==> src/rtl/instr_fetch_unit.sv <==
// Instruction fetch unit: fetches one word over a req/ack handshake, holds it for decode,
// then advances pc to pc+4 or to the branch target.
//
//  state | meaning
//  BOOT  | idle cycle after reset, no request
//  REQ   | request outstanding at imem_addr = pc, waiting for imem_ack
//  HOLD  | instrWord valid, waiting for instr_ready to consume it
module instr_fetch_unit #(
  parameter int                ADDR_W   = 32,
  parameter logic [ADDR_W-1:0] RESET_PC = '0
) (
  input  logic              clk,
  input  logic              rst,
  output logic              imem_req,
  output logic [ADDR_W-1:0] imem_addr,
  input  logic              imem_ack,
  input  logic [31:0]       imem_rdata,
  output logic [31:0]       instrWord,
  output logic              instr_valid,
  input  logic              instr_ready,
  input  logic              branch_taken,
  output logic [ADDR_W-1:0] pc,
  output logic [31:0]       retired_count
);

  typedef enum logic [1:0] {BOOT, REQ, HOLD} state_t;

  state_t            state;
  logic [ADDR_W-1:0] seq_pc;
  logic [ADDR_W-1:0] br_off;
  logic [ADDR_W-1:0] next_pc;

  // Branch offset is the held word's immediate in words, sign-extended, relative to pc+4.
  assign seq_pc    = pc + {{(ADDR_W-3){1'b0}}, 3'd4};
  assign br_off    = {{(ADDR_W-18){instrWord[15]}}, instrWord[15:0], 2'b00};
  assign next_pc   = branch_taken ? (seq_pc + br_off) : seq_pc;
  assign imem_addr = pc;

  always_ff @(posedge clk) begin
    if (rst) begin
      state         <= BOOT;
      pc            <= RESET_PC;
      imem_req      <= 1'b0;
      instr_valid   <= 1'b0;
      instrWord     <= 32'h0;
      retired_count <= 32'h0;
    end else begin
      case (state)
        BOOT: begin
          imem_req <= 1'b1;
          state    <= REQ;
        end
        REQ: begin
          if (imem_ack) begin
            instrWord   <= imem_rdata;
            instr_valid <= 1'b1;
            imem_req    <= 1'b0;
            state       <= HOLD;
          end
        end
        HOLD: begin
          if (instr_ready) begin
            instr_valid   <= 1'b0;
            retired_count <= retired_count + 32'd1;
            pc            <= next_pc;
            imem_req      <= 1'b1;
            state         <= REQ;
          end
        end
        default: begin
          imem_req    <= 1'b0;
          instr_valid <= 1'b0;
          state       <= BOOT;
        end
      endcase
    end
  end

endmodule
==> config.mk <==
export PLATFORM = sky130hd
export DESIGN_NAME = instr_fetch_unit
export DESIGN_NICKNAME = d
export VERILOG_FILES = /design/src/rtl/instr_fetch_unit.sv
export SDC_FILE = /design/constraint.sdc
export NUM_CORES = 1
export LEC_CHECK = 0
export BUFFER_PORTS_ARGS = -buffer_cell sky130_fd_sc_hd__buf_4
export CAP_MARGIN = 5
export CORE_MARGIN = 1.5
export CORE_UTILIZATION = 34
export DETAILED_ROUTE_END_ITERATION = 16
export SYNTH_ARGS = -nofsm -noshare
export SYNTH_HDL_FRONTEND = slang
export SYNTH_SLANG_ARGS = --single-unit
export TNS_END_PERCENT = 30
==> constraint.sdc <==
create_clock -name clk -period 3.6 [get_ports clk]
set_input_delay 0.54 -clock clk [delete_from_list [all_inputs] [get_ports clk]]
set_output_delay 0.54 -clock clk [all_outputs]
set_load 0.1 [all_outputs]
======== Word-level counts from Yosys, hierarchy flattened ========
Index checks and enable logic that the tools add are counted.
storage, ports and cells
  flip-flop bits (word level) ............. 100
  input bits .............................. 37
  output and inout bits ................... 130
  logic and storage cells ................. 29
operators by class
  $add $sub $neg .......................... 3
  equal/unequal tests ..................... 4
  mux-type cells .......................... 10
  bitwise logic cells ..................... 1
  reductions and logical operators ........ 5
operators by type and width
  kind                                                              count
  32-bit by 1-bit adder with 32-bit output (second input constant)  1
  32-bit by 3-bit adder with 32-bit output (second input constant)  1
  32-bit adder                                                      1
  32-bit 2-to-1 mux                                                 1
  1-bit one-hot mux with 3 select lines                             2
  2-bit one-hot mux with 3 select lines                             1
  2-bit AND reduction                                               3
  1-bit 2-to-1 mux                                                  4
  2-bit 2-to-1 mux                                                  2
  2-bit inequality test (second input constant)                     2
  3-bit AND reduction                                               1
  2-bit by 1-bit == test with 1-bit output (second input constant)  1
  2-bit == test (second input constant)                             1
  2-bit logical NOT                                                 1
  1-bit NOT                                                         1

======== Longest topological paths before layout ========
Gate-level depths: netlist (run 1).
  word-level depth ........................ 3
  mapped depth ............................ 17

======== Least setup slack after synthesis (run 1) ========
Ideal clock, no wire load.
  path kind ............................... reg-to-reg
  start ................................... register pc[12], in the netlist imem_addr[12]
  end ..................................... register pc[31], in the netlist imem_addr[31]
  arrival ................................. 4.417 ns
  required time ........................... 3.477 ns
  path slack .............................. -0.940 ns
  stages on the path, launching flop included .. 17
  clock period less this slack ............ 4.540 ns
  cells stage by stage .................... dfxtp_1 and4_1 and3_1 nand4_1 nand2b_4 nor2_1 and3_1 xor2_1 ha_1 nand2_1 or3_1 nor2_1 a2111oi_2 o21ai_1 mux2i_1 mux2i_1 mux2_1
on the way
  cells in the longest elaborated chain, start to end .. 3
RTL lines
  what                                          line  text
  start, declared                               22    output logic [ADDR_W-1:0] pc,
  start signal, assigned                        65    pc <= next_pc;
  32-bit by 3-bit adder with 32-bit output (*)  34    assign seq_pc = pc + {{(ADDR_W-3){1'b0}}, 3'd4};
  32-bit adder                                  36    assign next_pc = branch_taken ? (seq_pc + br_off) : seq_pc;
  32-bit 2-to-1 mux (*)                         36
Mark *: on every way between the ends. The rest lies on a longest branch, timed or not.
A chain may end at the register's enable or synchronous reset.

======== Worst setup path after layout (run 1) ========
  start ................................... register pc[4], in the netlist imem_addr[4]
  end ..................................... register pc[31], in the netlist imem_addr[31]
The elaborated chain is that of the path after synthesis.

==> results of run 1 <==
[state kept, by name (all words and copies together) (netlist names)]
name and count:
imem_addr 30, instrWord 32, instr_valid 1, retired_count 32, state 2
[worst max-delay path: stages (launching register included)]
cell       delay (ps)
dfxtp_4           350
and4_4            240
and2_4            180
and3_4            240
nand4_1           170
xnor2_2           240
ha_1              270
a21o_1            180
a21o_1            180
a21oi_2           190
nor2_2             70
a2111oi_2         250
o21ai_2           120
mux2i_1           200
mux2i_1           220
mux2_1            340
[per-layer routing]
metal	GRT usage, %	vias up	wire [um]	share of wire, %
met5	0	-	0	0
met1	24.7	2957	8510	45
met2	29.7	188	8940	47
met3	3.68	24	1110	5.9
met4	5.98	0	281	1.5
li1	-	3239	-	-
[timing repair]
action	4_1_cts	5_1_grt
pin swaps	1	18
setup buffers	1	15
gates resized for setup	0	40
setup endpoints to repair	1	10
hold buffers	0	0
[cell usage in the layout (no fill, tap or decap), types with 4 or more instances in the layout]
cell / instances
buf_4: 224
nand2_1: 118
a21oi_1: 91
nor2_1: 89
dfxtp_1: 73
xor2_1: 41
ha_1: 33
o21ai_0: 28
xnor2_1: 25
nand3_1: 24
nand4_1: 18
dfxtp_4: 16
a21o_1: 13
and3_1: 11
inv_1: 9
o211ai_1: 9
clkbuf_16: 9
nor2_2: 8
or3_1: 8
a31oi_1: 8
a211oi_1: 8
dfxtp_2: 8
xnor2_2: 7
nor3_1: 7
and3_4: 6
mux2i_1: 6
o21ai_1: 6
a22oi_1: 6
nand2b_1: 6
nand3_2: 5
and4_1: 5
nor2b_1: 5
o21bai_1: 5
nand2_2: 4
a21oi_2: 4
nor3b_1: 4
conb_1: 4
clkinv_8: 4
[cell families after synthesis]
family | synth area share (%)
AND/OR/NAND/NOR | 23.8
multiplexers | 1.27
AO/OA/AOI/OAI | 20.0
buffers and inverters | 7.62
flip-flops | 29.9
other | 0.0577
XOR/XNOR | 9.83
adder cells (fa/ha/maj) | 7.62
[cells in the mapped netlist (2+ instances only)]
library cell  instances  share of area, %
nor3_1                7              0.54
o21ai_0              29               2.2
a21oi_1              91               7.0
a31oi_1               8              0.77
and3_1               17               1.6
buf_2                 2              0.15
a21oi_2               5              0.67
o211ai_1              9               1.0
or2_2                 3              0.29
mux2i_1               6              0.92
buf_1                 3              0.17
o31ai_1               2              0.23
nand3_1              29               2.2
a21boi_1              2              0.23
nor2_1               97               5.6
a21o_1               13               1.5
o31a_1                2              0.27
o21a_1                2              0.23
a22oi_1               6              0.69
dfxtp_1              97                30
clkbuf_8              2              0.42
o21ai_1               6              0.46
nand2b_1              6              0.58
nand2_1             121               7.0
xor2_1               41               5.5
a211oi_1              8              0.92
nor3b_1               4              0.46
a21o_2                3              0.40
a221oi_1              3              0.40
nand3b_1              2              0.23
a311oi_1              3              0.40
and4_1                7              0.94
and2_1                2              0.19
xnor2_1              32               4.3
inv_1                 9              0.52
nor2b_1               5              0.48
buf_6                 2              0.35
ha_1                 38               7.3
mux2_1                2              0.35
o21bai_1              5              0.58
nand4_1              18               1.7
buf_4                37               4.3
or3_1                 9              0.87
clkbuf_1             30               1.7
[through the flow]
stage | setup TNS, ps | total power [W] | instances | util (%) | cell area (um2)
6_report | 0 | 0.00261 | 1247 | 46.2 | 8640
5_1_grt | -99.3 | 0.00273 | 1247 | 46.2 | 8640
4_1_cts | 0 | 0.00264 | 1232 | 44.6 | 8340
3_5_place_dp | -22.0 | 0.00161 | 1215 | 42.8 | 8020
3_3_place_gp | 0 | 0.00161 | 1215 | 42.8 | 8020
2_1_floorplan | -147 | 0.00150 | 849 | - | 6620
[power by group through the flow]
stage               clock [W]  sequential, W  combinational [W]
CTS                   0.00105        0.00111           0.000479
floorplan                   0        0.00130           0.000201
global placement            0        0.00114           0.000478
global route          0.00109        0.00111           0.000518
detailed placement          0        0.00114           0.000478
finish                0.00101        0.00111           0.000487
[final timing paths]
| path | startpoint | endpoint | slack [ps] | depth (start not counted) |
|---|---|---|---|---|
| max | imem_addr[4] | imem_addr[31] | 70 | 15 |
| max reg2reg | imem_addr[4] | imem_addr[31] | 70 | 15 |
| min reg2reg | instrWord[27] | instrWord[27] | 460 | 2 |
| min | imem_rdata[23] | instrWord[23] | 420 | 3 |
[area by class of cell]
cell class / count / area, um2
repair buffers: 224 / 1680
clock buffers: 9 / 225
multi-input cells: 667 / 4300
fillers: 1853 / 10100
well taps: 234 / 293
clock inverters: 7 / 93.8
inverters: 9 / 33.8
flip-flops and latches: 97 / 2010
==> metrics.yaml, run 1 <==
status:
  status: "completed"
routing:
  wire_per_inst_um: 15.1
  drtIter0Drc: 375
  antenna_left: 0
  drt-pass1-iter-count: 5
  vias_per_cell: 5.14
  vias: 6408
  drt_wl_total_mm: 18.8
  drt_drc_violations_left: 0
synth:
  synth-seq-cells: 97
  synth.distinct_cells: 65
  yosys_warnings: 0
  async_flop_share_pct: 0
  synthesis.area_um2: 6500
  dominantRegCellSynth: "dfxtp_1"
  synth_edf_count: 0
  synth_area_per_cell_um2: 7.69
  ys_seq_area_share_pct: 29.9
  syn_inst: 846
timing:
  fin_skew_ps: 12.3
  period_minus_slack_ps: 3530
  fin_crit_sh_pct: 98.1
  setup_slack_ps: 68.4
  slew_headroom_pct: 45.7
  fmaxAchievable_mhz: 283
  worst_slew_pin_slew_ps: 815
  finalSetupViolations: 0
  drv_slew: 0
  whs_ps: 418
  rsz0062_at_grt: "true"
  finalHoldViolations: 0
global_routing:
  antenna_found_initial: 0
  grt_overflow_total: 0
  grt_max_degree: 76
  grt_pass1_wl_mm: 29.7
  first_global_vias: 5831
  grt_usage_pct: 18.4
pwr:
  vdd_drop_max_v: 0.000234
  cellPowerDensity_nw_per_um2: 302
  internal_power_w: 0.00172
  pwr-share-seq_pct: 42.5
  p_sw_share_pct: 34.1
  power_frac_comb_pct: 18.7
  p_clk_share_pct: 38.8
  p_switching_w: 0.000888
  power.static_leakage_nw: 3.82
place:
  preCtsSetupSlack_ps: -22.0
  numPortBuffers: 162
  dp_hpwl_mm: 13.6
  gp_congestion: 0.899
cts:
  cts_buffer_depth: 2
  clk_latency_ps: 370
  path_clk_slew_ps: 90
  cts_root_buffer: "clkbuf_16"
  cts_tree: "built"
  clock-sinks: 97
  numCtsBuffers: 9
  htree_levels: 3
flow_run:
  maxCapViolations: 0
worst_hold_path:
  hold_class: "primary input to flip-flop"
floorplanning:
  rows: 50
  die_w_um: 141
  num_io_pins: 167
  initial_core_util_pct: 34.8
  die_y_um: 141
  die_area_um2: 20000
  core_um2: 18700
cells_and_area:
  nets: 1084
  syn_to_final_growth_pct: 32.9
  drive_gt1_share_pct: 32.3
  n_antenna_cell: 0
critical_path:
  cp-start-kind: "flip-flop"
  criticalPathCategory: "flip-flop to flip-flop"
  cp.arrival_ps: 3780
  cp_max_fo: 6
  required_ps: 3850
  end_kind: "flip-flop"
(Power assumes the default switching activity.)
==> run 2, diff against run 1 <==
- PLACE_DENSITY_LB_ADDON: default -> 0.12
==> run 2 against run 1 <==
- first-iteration DRC count fell by 20%
- clock-buffer cell count unchanged
- non-clock buffer count unchanged
==> metrics.yaml, run 2 (same netlist as run 1, synthesis figures left out) <==
status:
  status: "completed"
global_routing:
  grt_usage_pct: 18.2
  grt_pass1_wl_mm: 29.4
  grt_max_degree: 83
  grt_overflow_total: 0
  first_global_vias: 5752
  antenna_found_initial: 0
cells_and_area:
  fin_area_um2: 8570
  final_cell_mix: "buf_4 (223), nand2_1 (118), nor2_1 (90), a21oi_1 (90), dfxtp_1 (73)"
  layoutNonFillerInstCount: 1247
  syn_to_final_growth_pct: 31.9
  mostFrequentLayoutCell: "buf_4"
  drive_gt1_share_pct: 31.5
  fillCellCount: 1918
  post-route-util_pct: 45.8
  nets: 1084
  n_antenna_cell: 0
cts:
  cts.hold.buffers_added: 0
  htree_levels: 3
  cts_root_buffer: "clkbuf_16"
  cts_tree: "built"
  numCtsBuffers: 9
  clk_latency_ps: 360
  clock-sinks: 97
  cts_buffer_depth: 2
  path_clk_slew_ps: 80
flow_run:
  maxCapViolations: 0
critical_path:
  critPathBufInv: 1
  path_cells: "and4_4 > and2_4 > and3_4 > nand2_1 > xnor2_1 > ha_1 > a21oi_2 > o21ai_1 > a21o_1 > a21o_1 > o211ai_1 > buf_4 > o21ai_2 > mux2i_1 > mux2i_1 > mux2_1"
  crit_path_top_delay_cell: "dfxtp_4"
  cp.arrival_ps: 3760
  max_stage_delay_ps: 340
  end_kind: "flip-flop"
  timing.rr.end: "imem_addr[31]"
  required_ps: 3850
  r2r_setup_slack_ps: 90
  cp_max_fo: 6
  reg2reg_from: "imem_addr[4]"
  startpoint: "imem_addr[4]"
  reg2reg_depth: 16
  cp-start-kind: "flip-flop"
  path_delay_family: "compound AO/OA/AOI/OAI gates"
  criticalPathCategory: "flip-flop to flip-flop"
place:
  place_inst: 1222
  placed_cell_area_um2: 8080
  dp_hpwl_mm: 13.5
  numPortBuffers: 162
  gp_congestion: 0.911
routing:
  vias: 6288
  wire_per_inst_um: 14.9
  drtIter0Drc: 299
  drt_drc_violations_left: 0
  drt_wl_total_mm: 18.5
  drt-pass1-iter-count: 4
  vias_per_cell: 5.04
  antenna_left: 0
floorplanning:
  num_io_pins: 167
  die_area_um2: 20000
  rows: 50
  initial_core_util_pct: 34.8
  core_um2: 18700
  die_w_um: 141
  die_y_um: 141
pwr:
  vdd_drop_max_v: 0.000200
  power.static_leakage_nw: 3.82
  total_power_w: 0.00258
  cellPowerDensity_nw_per_um2: 301
worst_hold_path:
  hold_class: "primary input to flip-flop"
  hold_depth: 3
  holdPathEnd: "instrWord[25]"
  hold_path_startpoint: "imem_rdata[25]"
timing:
  fin_crit_sh_pct: 97.6
  timing.setup.tns_ps: 0
  slew_headroom_pct: 39.6
  rsz0062_at_grt: "true"
  drv_slew: 0
  fmaxAchievable_mhz: 285
  fin_skew_ps: 9.80
  finalHoldViolations: 0
  period_minus_slack_ps: 3510
  finalSetupViolations: 0
  worst_slew_pin_slew_ps: 906
## run 2: area by class of cell
cell class              instances  area, um2  share of cell area [%]
flip-flops and latches         97       2010                    23.5
clock buffers                   9        225                    2.63
repair buffers                224       1690                    19.8
clock inverters                 7       71.3                   0.832
well taps                     234        293                    3.41
multi-input cells             667       4250                    49.5
inverters                       9       33.8                   0.394
## run 2: through the flow
stage | setup slack (ps) | hold WS (ps)
after global routing | -72.4 | 418
after CTS | 2.43 | 411
final | 87.7 | 420
after detailed placement | -55.3 | 447
after global placement | 23.7 | 443
after floorplan | -147 | 498
## run 2: routing by layer
layer	GRT usage (%)	vias to the layer above	share of wire [%]
met5	0	-	0
met4	6.09	0	1.4
met3	3.48	15	5.0
met2	28.6	150	45
met1	25.1	2879	49
li1	-	3244	-
## run 2: worst max path at each step
stage / to / slack [ps] / cells past startpoint
2_1_floorplan: imem_addr[31] / -150 / 16
3_3_place_gp: imem_addr[31] / 20 / 15
3_5_place_dp: imem_addr[31] / -60 / 15
4_1_cts: imem_addr[31] / 2 / 16
5_1_grt: imem_addr[31] / -70 / 16
6_report: imem_addr[31] / 90 / 16
## run 2: what timing repair did
action	in CTS	in global routing
pin swaps	2	16
endpoints found under the setup margin	1	7
resized for setup	3	29
setup buffers	1	8
hold endpoints to repair	0	0
## run 2: report_power, final
group	internal [W]	switching [W]
Combinational	0.000131	0.000357
Sequential	0.00109	0.0000207
Clock	0.000492	0.000493
Total	0.00171	0.000871
## run 2: worst min-delay path, stage by stage
cell and delay [ps]:
buf_4 110, nand2_1 50, a21oi_1 50
